### config.mk
export PLATFORM = sky130hd
export DESIGN_NAME = hazard_controller
export DESIGN_NICKNAME = d
export VERILOG_FILES = /design/src/rtl/hazard_controller.sv
export SDC_FILE = /design/constraint.sdc
export NUM_CORES = 1
export LEC_CHECK = 0
export CAP_MARGIN = 30
export CORE_ASPECT_RATIO = 0.6
export CORE_MARGIN = 5
export CORE_UTILIZATION = 60
export DETAILED_ROUTE_END_ITERATION = 10
export DONT_BUFFER_PORTS = 1
export HOLD_SLACK_MARGIN = 0.1
export PLACE_DENSITY = 0.76
export SLEW_MARGIN = 15
export SYNTH_ARGS = -nofsm -noshare
export SYNTH_HDL_FRONTEND = slang
export SYNTH_SLANG_ARGS = --single-unit
### constraint.sdc
create_clock -name clk -period 7.05 [get_ports clk]
set_input_delay 1.7625 -clock clk [delete_from_list [all_inputs] [get_ports clk]]
set_output_delay 1.7625 -clock clk [all_outputs]
set_load 0.05 [all_outputs]
### src/rtl/hazard_controller.sv
// hazard_controller
//   Hazard and scheduling controller for the 5-stage pipelined MIPS datapath.
//   Generates fetch/decode stalls, the execute flush, and decode/execute
//   forwarding selects. Also sequences the shared multi-cycle multiplier:
//   a registered busy state, a timeout watchdog with a sticky error flag,
//   and a saturating count of stalled cycles.
//
// Parameters
//   MULT_TIMEOUT  cycles after MultStartE without MultDoneE before multErr
//   CNT_W         width of stallCount
//
// Ports
//   clk, rst                     clock, synchronous active-high reset
//   RsD, RtD, branchD, WBSrcD,   decode-stage operands, branch type,
//   MultStartD                   writeback source, multiply-in-decode
//   RsE, RtE, WriteRegE,         execute-stage operands, destination,
//   RegWriteE, WBSrcE            write enable, writeback source
//   MultStartE, MultDoneE        multiplier launch / completion pulse
//   WriteRegM, RegWriteM, WBSrcM memory-stage destination / enable / source
//   WriteRegW, RegWriteW         writeback-stage destination / enable
//   stallF, stallD, flushE       pipeline hold / bubble controls
//   forwardAD, forwardBD         decode operand bypass from memory stage
//   forwardAE, forwardBE         execute operand select (10 M, 01 W, 00 RF)
//   multBusy, multErr            multiplier busy, sticky timeout flag
//   stallCount                   saturating stalled-cycle counter

module hazard_controller #(
  parameter int MULT_TIMEOUT = 64,
  parameter int CNT_W        = 16
) (
  input  logic             clk,
  input  logic             rst,
  input  logic [4:0]       RsD,
  input  logic [4:0]       RtD,
  input  logic [1:0]       branchD,
  input  logic [2:0]       WBSrcD,
  input  logic             MultStartD,
  input  logic [4:0]       RsE,
  input  logic [4:0]       RtE,
  input  logic [4:0]       WriteRegE,
  input  logic             RegWriteE,
  input  logic [2:0]       WBSrcE,
  input  logic             MultStartE,
  input  logic             MultDoneE,
  input  logic [4:0]       WriteRegM,
  input  logic             RegWriteM,
  input  logic [2:0]       WBSrcM,
  input  logic [4:0]       WriteRegW,
  input  logic             RegWriteW,
  output logic             stallF,
  output logic             stallD,
  output logic             forwardAD,
  output logic             forwardBD,
  output logic             flushE,
  output logic [1:0]       forwardAE,
  output logic [1:0]       forwardBE,
  output logic             multBusy,
  output logic             multErr,
  output logic [CNT_W-1:0] stallCount
);

  localparam int              WD_W    = (MULT_TIMEOUT > 1) ? $clog2(MULT_TIMEOUT) : 1;
  localparam logic [WD_W-1:0] WD_LAST = WD_W'(MULT_TIMEOUT - 1);

  localparam logic [2:0] WB_MEM = 3'b001;
  localparam logic [2:0] WB_HI  = 3'b010;
  localparam logic [2:0] WB_LO  = 3'b011;

  typedef enum logic {IDLE, BUSY} multState_t;

  multState_t      state;
  multState_t      nextState;
  logic [WD_W-1:0] wdCount;
  logic [WD_W-1:0] wdCountNext;
  logic            timeoutHit;

  logic lwStall;
  logic brStall;
  logic multStall;
  logic stall;

  // Register $0 is hard-wired to zero, so it never creates a dependency.
  function automatic logic regHit(input logic [4:0] a, input logic [4:0] b);
    return (a != 5'd0) && (a == b);
  endfunction

  // ---------------------------------------------------------------------------
  // Forwarding
  // ---------------------------------------------------------------------------
  always_comb begin
    forwardAE = 2'b00;
    if (RegWriteM && regHit(WriteRegM, RsE))      forwardAE = 2'b10;
    else if (RegWriteW && regHit(WriteRegW, RsE)) forwardAE = 2'b01;

    forwardBE = 2'b00;
    if (RegWriteM && regHit(WriteRegM, RtE))      forwardBE = 2'b10;
    else if (RegWriteW && regHit(WriteRegW, RtE)) forwardBE = 2'b01;

    forwardAD = RegWriteM && regHit(WriteRegM, RsD);
    forwardBD = RegWriteM && regHit(WriteRegM, RtD);
  end

  // ---------------------------------------------------------------------------
  // Stall detection
  // ---------------------------------------------------------------------------
  always_comb begin
    lwStall = (WBSrcE == WB_MEM) &&
              (regHit(WriteRegE, RsD) || regHit(WriteRegE, RtD));

    // Branches resolve in decode: wait for an E-stage result, or for a load
    // still in M whose data cannot be bypassed yet.
    brStall = (branchD != 2'b00) &&
              ((RegWriteE && (regHit(WriteRegE, RsD) || regHit(WriteRegE, RtD))) ||
               ((WBSrcM == WB_MEM) && (regHit(WriteRegM, RsD) || regHit(WriteRegM, RtD))));

    // A completion pulse frees HI/LO in the same cycle, so the reader need not wait.
    multStall = multBusy && !MultDoneE &&
                ((WBSrcD == WB_HI) || (WBSrcD == WB_LO) || MultStartD);

    stall  = lwStall || brStall || multStall;
    stallF = stall;
    stallD = stall;
    flushE = stall;
  end

  // ---------------------------------------------------------------------------
  // Multiplier sequencer: state register
  // ---------------------------------------------------------------------------
  always_ff @(posedge clk) begin
    if (rst) begin
      state   <= IDLE;
      wdCount <= '0;
      multErr <= 1'b0;
    end else begin
      state   <= nextState;
      wdCount <= wdCountNext;
      if (timeoutHit) multErr <= 1'b1;
    end
  end

  // ---------------------------------------------------------------------------
  // Multiplier sequencer: next state
  // ---------------------------------------------------------------------------
  // While busy, a launch (with or without a coincident done) starts a fresh
  // operation; a plain done wins over a timeout landing in the same cycle.
  always_comb begin
    nextState   = state;
    wdCountNext = wdCount;
    timeoutHit  = 1'b0;
    case (state)
      IDLE: begin
        if (MultStartE) begin
          nextState   = BUSY;
          wdCountNext = '0;
        end
      end
      BUSY: begin
        if (MultStartE) begin
          wdCountNext = '0;
        end else if (MultDoneE) begin
          nextState = IDLE;
        end else if (wdCount == WD_LAST) begin
          nextState  = IDLE;
          timeoutHit = 1'b1;
        end else begin
          wdCountNext = wdCount + WD_W'(1);
        end
      end
    endcase
  end

  // ---------------------------------------------------------------------------
  // Multiplier sequencer: outputs
  // ---------------------------------------------------------------------------
  always_comb begin
    multBusy = (state == BUSY);
  end

  // ---------------------------------------------------------------------------
  // Saturating stall counter
  // ---------------------------------------------------------------------------
  always_ff @(posedge clk) begin
    if (rst) begin
      stallCount <= '0;
    end else if (stall && (stallCount != '1)) begin
      stallCount <= stallCount + CNT_W'(1);
    end
  end

endmodule

==> results by group, run 1 <==
Status
  • Status: finished, final reports clean

Yosys
  • Yosys cell types: 39
  • Syn_nets: between 200 and 300
  • Post-Syn Area: ~1700 sq um
  • Gate Count Post-Synth: roughly 210
  • Yosys warning count: 0
  • Synth area leaders: dfxtp_1 (28%), xor2_1 (17%), xnor2_1 (7.0%)
  • FF+latch count, synth: 24
  • Top-area cell type share of the netlist area: 27.55%
  • Ys async rst share: 0%
  • Register area share after synthesis: 27.55%
  • Most common flop cell mapped by yosys: dfxtp_1
  • Most common cell in the netlist: xor2_1
  • Commonest cells post-synth: xor2_1 (34), dfxtp_1 (24), nor2_1 (20)
  • Cell taking the most area after synthesis: dfxtp_1
  • Post-synth EDFFs: 0
  • Avg Synthesized Cell Area: roughly 8.3 sq um

Clock network
  • CTS tree: yes
  • CTS max path bufs: 2
  • H-Tree Depth: 1
  • CTS Hold Bufs: 0
  • CTS Sinks: 24
  • Clock Latency Late Sink: approximately 260 ps
  • Resized cells post-CTS: 0
  • CTS Buf Count: 3
  • Clock Pin Slew Worst Setup and Hold Paths: ~80 ps
  • Root Driver: clkbuf_8
  • Post-CTS Setup Bufs: 0

Drt
  • Routed wire length: 4189 microns
  • Post-DRT Antenna Nets: 0
  • DRC viols: 0
  • Vias per Instance: just under 6
  • DR WL/cell: 16.89 microns
  • TritonRoute pass-1 iters: 4
  • Vias after detailed routing: about 1500
  • DR iter-0 viols: 96

Critical path
  • Critical path required time: ~5300 ps
  • Crit path DAT: approximately 3300 ps
  • Startpoint Class: primary input
  • R2r startpoint: multBusy
  • Crit. End Element: primary output
  • CP Capture Point: stallF
  • Worst Path Max Fanout: 6
  • Worst R2R End: stallCount[12]
  • Worst-case reg-to-reg path depth: 5
  • Crit path from: WriteRegE[1]
  • Crit Path Category: in -> out
  • Setup slack, reg-to-reg: 4400 ps

Pwr
  • LEAKAGE: 0.0006254 uW
  • P_sw: about 70 uW
  • Cell internal pwr: between 150 and 200 uW
  • Max VDD drop: ~0.00010 V
  • Proportion of power drawn by combinational gates: 16.2%
  • Total power: 263.5 uW
  • Sequential fraction of design power: 53.8%
  • Clk pwr share: 30.0%
  • PwrDens: 144.4 nW/um^2
  • Switching Share: 26.64%

Timing
  • Final setup viols: 0
  • Unrepaired setup endpoints after global routing: false
  • Relative slew slack: 38.98%
  • Final Hold Vio Count: 0
  • Slew Viols, Final: 0
  • Peak Freq: 197.2 MHz
  • Final setup TNS: 0 ps
  • Final worst-path cycle share: just over 70%
  • Min Tclk post-route: 5070 ps
  • Worst slew pin tran: a little over 900 ps
  • Max Clock Skew: between 1.5 and 2 ps

Floorplanning
  • Die Y: 51.77 microns
  • Row count: 15
  • Core footprint: ~2800 sq um
  • Die width: between 70 and 80 microns
  • # IOs: 81
  • DIE AREA: approximately 4100 sq um
  • Initial Util: 61.55%

Global routing
  • Largest net degree at the start of global routing: 22
  • Vias in the first global route: 1515
  • Gr usage total: about a fifth
  • First-pass GRT wire length: between 6000 and 7000 microns
  • GRT overflow: 0
  • Initial antenna violation count: 0

Finish
  • Antenna cell count: 0
  • Nets@finish: 264
  • Design area: 1826 sq um
  • Layout cell share with drive strength beyond 1: about 13%
  • Area growth syn-to-layout: 4.663%

Job
  • Max cap viols: 0

Placed design
  • Final HPWL DP: ~3500 microns
  • Area after DPL: 1784 sq um
  • # port buffers: 0
  • RePlAce Congestion: around 0.86

Worst hold path
  • Hold crit path type: reg -> reg
  • Worst hold path startpoint: wdCount[5]
==> registers in the layout (all words and copies together) (netlist names) <==
name	count
stallCount	16
wdCount	6
multBusy	1
multErr	1
==> cell families after synthesis <==
kind of cell / synth area share, %
xor+xnor: 24.10
buf+inv: 4.734
flops: 27.55
simple gates: 26.61
fa+ha+maj: 1.434
compound gates: 14.42
mux: 1.148
==> cell usage in the layout, fill, tap and decap left out, drive strengths merged, types with 3 or more instances in the layout <==
master	instances
nor2	20
o211ai	3
nand3	8
clkbuf	3
dfxtp	24
nand2	9
o21ai	14
buf	4
inv	4
xnor2	14
nor4	4
and3	7
or4	7
a21oi	11
nand4	5
or3	7
nor3	6
xor2	34
nor2b	5
==> worst min-delay path by stage <==
stage                 endpoint  slack (ps)  cells past startpoint
floorplan           wdCount[5]         450                      2
global placement    wdCount[5]         460                      2
detailed placement  wdCount[5]         470                      2
CTS                 wdCount[5]         480                      2
global route        wdCount[5]         510                      2
finish              wdCount[5]         490                      2
==> final cells by class <==
cell class	instances	area, sq um
inverters	4	15.01
clock buffers	3	41.29
well taps	42	52.55
flip-flops and latches	24	480.5
repair buffers	4	30.03
fillers	228	1008
multi-input cells	171	1206
==> stage by stage <==
| step | util, % | setup slack, ps | instances | hold WS [ps] |
|---|---|---|---|---|
| after floorplan | - | 799.9 | 209 | 451.3 |
| after global placement | 62.96 | 1990 | 245 | 463.7 |
| after detailed placement | 62.96 | 1967 | 245 | 472.4 |
| after CTS | 64.42 | 1967 | 248 | 484.6 |
| after global routing | 64.42 | 1874 | 248 | 509.1 |
| final | 64.42 | 1980 | 248 | 487.9 |
==> layer usage <==
metal	GRT usage (%)	vias up	wire, microns
li1	-	727	-
met2	35.87	48	1909
met1	24.97	687	1838
met5	0	-	0
met4	4.857	0	78
met3	8.651	11	362
==> power by group through the flow <==
| stage | Clock (uW) | Sequential, uW | Combinational, uW |
|---|---|---|---|
| floorplan | 0 | 145 | 42.9 |
| finish | 79.0 | 142 | 42.8 |
| global route | 86.2 | 142 | 46.6 |
| detailed placement | 0 | 145 | 42.5 |
| CTS | 80.1 | 142 | 42.8 |
| global placement | 0 | 145 | 40.4 |
==> critical path: stages <==
cell	delay, ps
or4_1	500
o21ai_0	210
o22ai_2	180
or2_2	640
Power figures use the tool's default switching activity.
==> run 2, diff against run 1 <==
--- a/config.mk
+++ b/config.mk
@@ -8,11 +8,11 @@
 export CAP_MARGIN = 30
 export CORE_ASPECT_RATIO = 0.6
 export CORE_MARGIN = 5
-export CORE_UTILIZATION = 60
+export CORE_UTILIZATION = 57
 export DETAILED_ROUTE_END_ITERATION = 10
 export DONT_BUFFER_PORTS = 1
 export HOLD_SLACK_MARGIN = 0.1
-export PLACE_DENSITY = 0.76
+export PLACE_DENSITY = 0.75
 export SLEW_MARGIN = 15
 export SYNTH_ARGS = -nofsm -noshare
 export SYNTH_HDL_FRONTEND = slang
==> constraint.sdc (replaced) <==
create_clock -name clk -period 4.3 [get_ports clk]
set_input_delay 1.075 -clock clk [delete_from_list [all_inputs] [get_ports clk]]
set_output_delay 1.075 -clock clk [all_outputs]
set_load 0.05 [all_outputs]
==> results by group, run 2 (synthesized netlist as in run 1, its figures left out) <==
Drt
  • Routed wire length: 4276 microns (+2.1%)
  • Vias after detailed routing: 1541 (+4.6%)
  • TritonRoute pass-1 iters: 4 (unchanged)
  • DRC viols: 0 (unchanged)
  • Vias per Instance: 6.139 (+3.4%)
  • DR WL/cell: 17.04 microns (+0.86%)
  • Post-DRT Antenna Nets: 0 (unchanged)
  • DR iter-0 viols: 45 (-53%)

Timing
  • Slew Viols, Final: 0 (unchanged)
  • Peak Freq: 270.8 MHz
  • Final worst-path cycle share: roughly 86%
  • Final Hold Vio Count: 0 (unchanged)
  • Final setup viols: 0 (unchanged)
  • Max Clock Skew: 4.475 ps (+2.846 ps)
  • Unrepaired setup endpoints after global routing: false
  • Final setup TNS: 0 ps (unchanged)
  • Worst slew pin tran: 809.3 ps (-102.6 ps)
  • Relative slew slack: 46.05% (+7.1 points)
  • Min Tclk post-route: 3692 ps

Clock network
  • CTS tree: yes
  • CTS Hold Bufs: 0 (unchanged)
  • CTS Sinks: 24 (unchanged)
  • Resized cells post-CTS: 0 (unchanged)
  • CTS Buf Count: 3 (unchanged)
  • Clock Latency Late Sink: 270 ps (about the same)
  • Root Driver: clkbuf_8
  • Post-CTS Setup Bufs: 0 (unchanged)
  • CTS max path bufs: 2 (unchanged)
  • H-Tree Depth: 1 (unchanged)
  • Clock Pin Slew Worst Setup and Hold Paths: 80 ps (about the same)

Placed design
  • # port buffers: 0 (unchanged)
  • Final HPWL DP: 3534 microns (+1.4%)
  • RePlAce Congestion: 0.7347 (-14%)

Critical path
  • Crit path DAT: 2620 ps (-690 ps)
  • R2r startpoint: multBusy
  • Crit path max-delay family: simple AND/OR/NAND/NOR gates
  • Startpoint Class: primary input
  • Worst Path Max Fanout: 6 (unchanged)
  • Critical path required time: 3220 ps (-2070 ps)
  • Crit-path cells: or4_1 > o21ai_0 > o22ai_2 > or2_2
  • Crit. End Element: primary output
  • Slowest cell on crit path: or2_2
  • CP peak stage delay: 650 ps (about the same)
  • Crit path from: WriteRegE[1]
  • CP bufs+invs: 0 (unchanged)
  • Crit Path Category: in -> out

Finish
  • Layout Utilization: 63.74% (-0.67 points)
  • Commonest non-fill, non-tap cell in the layout: xor2_1
  • Nets@finish: 266 (+0.76%)
  • Regs by FF count: stallCount x16, wdCount x6
  • Max reg flops: 16 (unchanged)
  • Most frequent cells in the layout: xor2_1 (34), dfxtp_1 (24), nor2_1 (20)
  • Layout cell share with drive strength beyond 1: 13.88% (+1.3 points)
  • Antenna cell count: 0 (unchanged)
  • Area growth syn-to-layout: 6.313%
  • Largest reg by FF count: stallCount

Floorplanning
  • Row count: 15 (unchanged)
  • DIE AREA: 4303 sq um (+4.4%)
  • # IOs: 81 (unchanged)
  • Die Y: 52.85 microns (+2.1%)
  • Initial Util: 59.96% (-1.6 points)
  • Die width: 81.42 microns (+2.3%)
  • Core footprint: 2909 sq um (+2.6%)

Pwr
  • Cell internal pwr: 336.6 uW (+74%)
  • Sequential fraction of design power: 50.9% (-2.9 points)
  • Max VDD drop: 0.0002094 V (+99%)
  • LEAKAGE: 0.0006435 uW (+2.9%)
  • Proportion of power drawn by combinational gates: 15.5% (-0.7 points)
  • Switching Share: 26.31% (-0.33 points)
  • Total power: 456.8 uW (+73%)
  • Clk pwr share: 33.6% (+3.6 points)
  • PwrDens: 246.3 nW/um^2 (+71%)
  • P_sw: 120.2 uW (+71%)

Global routing
  • Vias in the first global route: 1528 (+0.86%)
  • Largest net degree at the start of global routing: 22 (unchanged)
  • Gr usage total: 21.03% (-0.061 points)
  • Initial antenna violation count: 0 (unchanged)
  • First-pass GRT wire length: 6934 microns (+1.1%)
  • GRT overflow: 0 (unchanged)

Worst hold path
  • Worst hold path startpoint: wdCount[5]
  • Hold crit path type: reg -> reg

Status
  • Status: finished, final reports clean

Job
  • Max cap viols: 0 (unchanged)
## run 2: cell count changes in the layout (fill, tap and decap cells not counted), sizes merged
| cell | change |
|---|---|
| clkbuf | +1 |
| buf | +2 |
## run 2: worst reg2reg max path, cell delays in order (launching register included)
cell and delay (ps):
dfxtp_1 650, or2b_2 380, o22ai_2 400, or2_2 740, a31oi_1 160, a211oi_1 220
## run 2: final cells by class
type / count / area [sq um]
fillers: 252 / 1055
well taps: 42 / 52.55
flip-flops and latches: 24 / 480.5
multi-input cells: 171 / 1206
repair buffers: 6 / 45.04
inverters: 4 / 15.01
clock buffers: 4 / 55.05
## run 2: final timing paths
path,depth (start not counted),slack (ps),endpoint
setup / recovery,4,610,stallF
hold / removal,2,500,wdCount[5]
setup reg to reg,5,1670,stallCount[12]
hold reg to reg,2,500,wdCount[5]
## run 2: per-stage QoR
step | area (sq um) | hold WS [ps] | setup WS [ps] | instances
after floorplan | 1769 | 451.3 | 353.7 | 209
after global placement | 1799 | 464.2 | 599.8 | 247
after detailed placement | 1799 | 485.9 | 593.0 | 247
after CTS | 1854 | 499.7 | 590.2 | 251
after global routing | 1854 | 511.9 | 497.0 | 251
final | 1854 | 498.0 | 607.9 | 251
## run 2: routing by layer
metal  wire length [microns]  vias to the layer above  part of all wire [%]  global-route usage, %
li1                        -                      734                     -                      -
met1                    1713                      728                    40                  23.17
met2                    2058                       67                    48                  35.54
met3                     444                       12                    10                  10.54
met4                      59                        0                   1.4                  6.461
met5                       0                        -                     0                      0
## run 2: power by group through the flow
stage / clock network [uW] / logic, uW / registers, uW
after global placement: 0 / 66.9 / 238
after CTS: 160 / 70.4 / 233
after global routing: 167 / 76.9 / 233
after floorplan: 0 / 72.6 / 237
after detailed placement: 0 / 70.0 / 238
final: 153 / 70.6 / 233
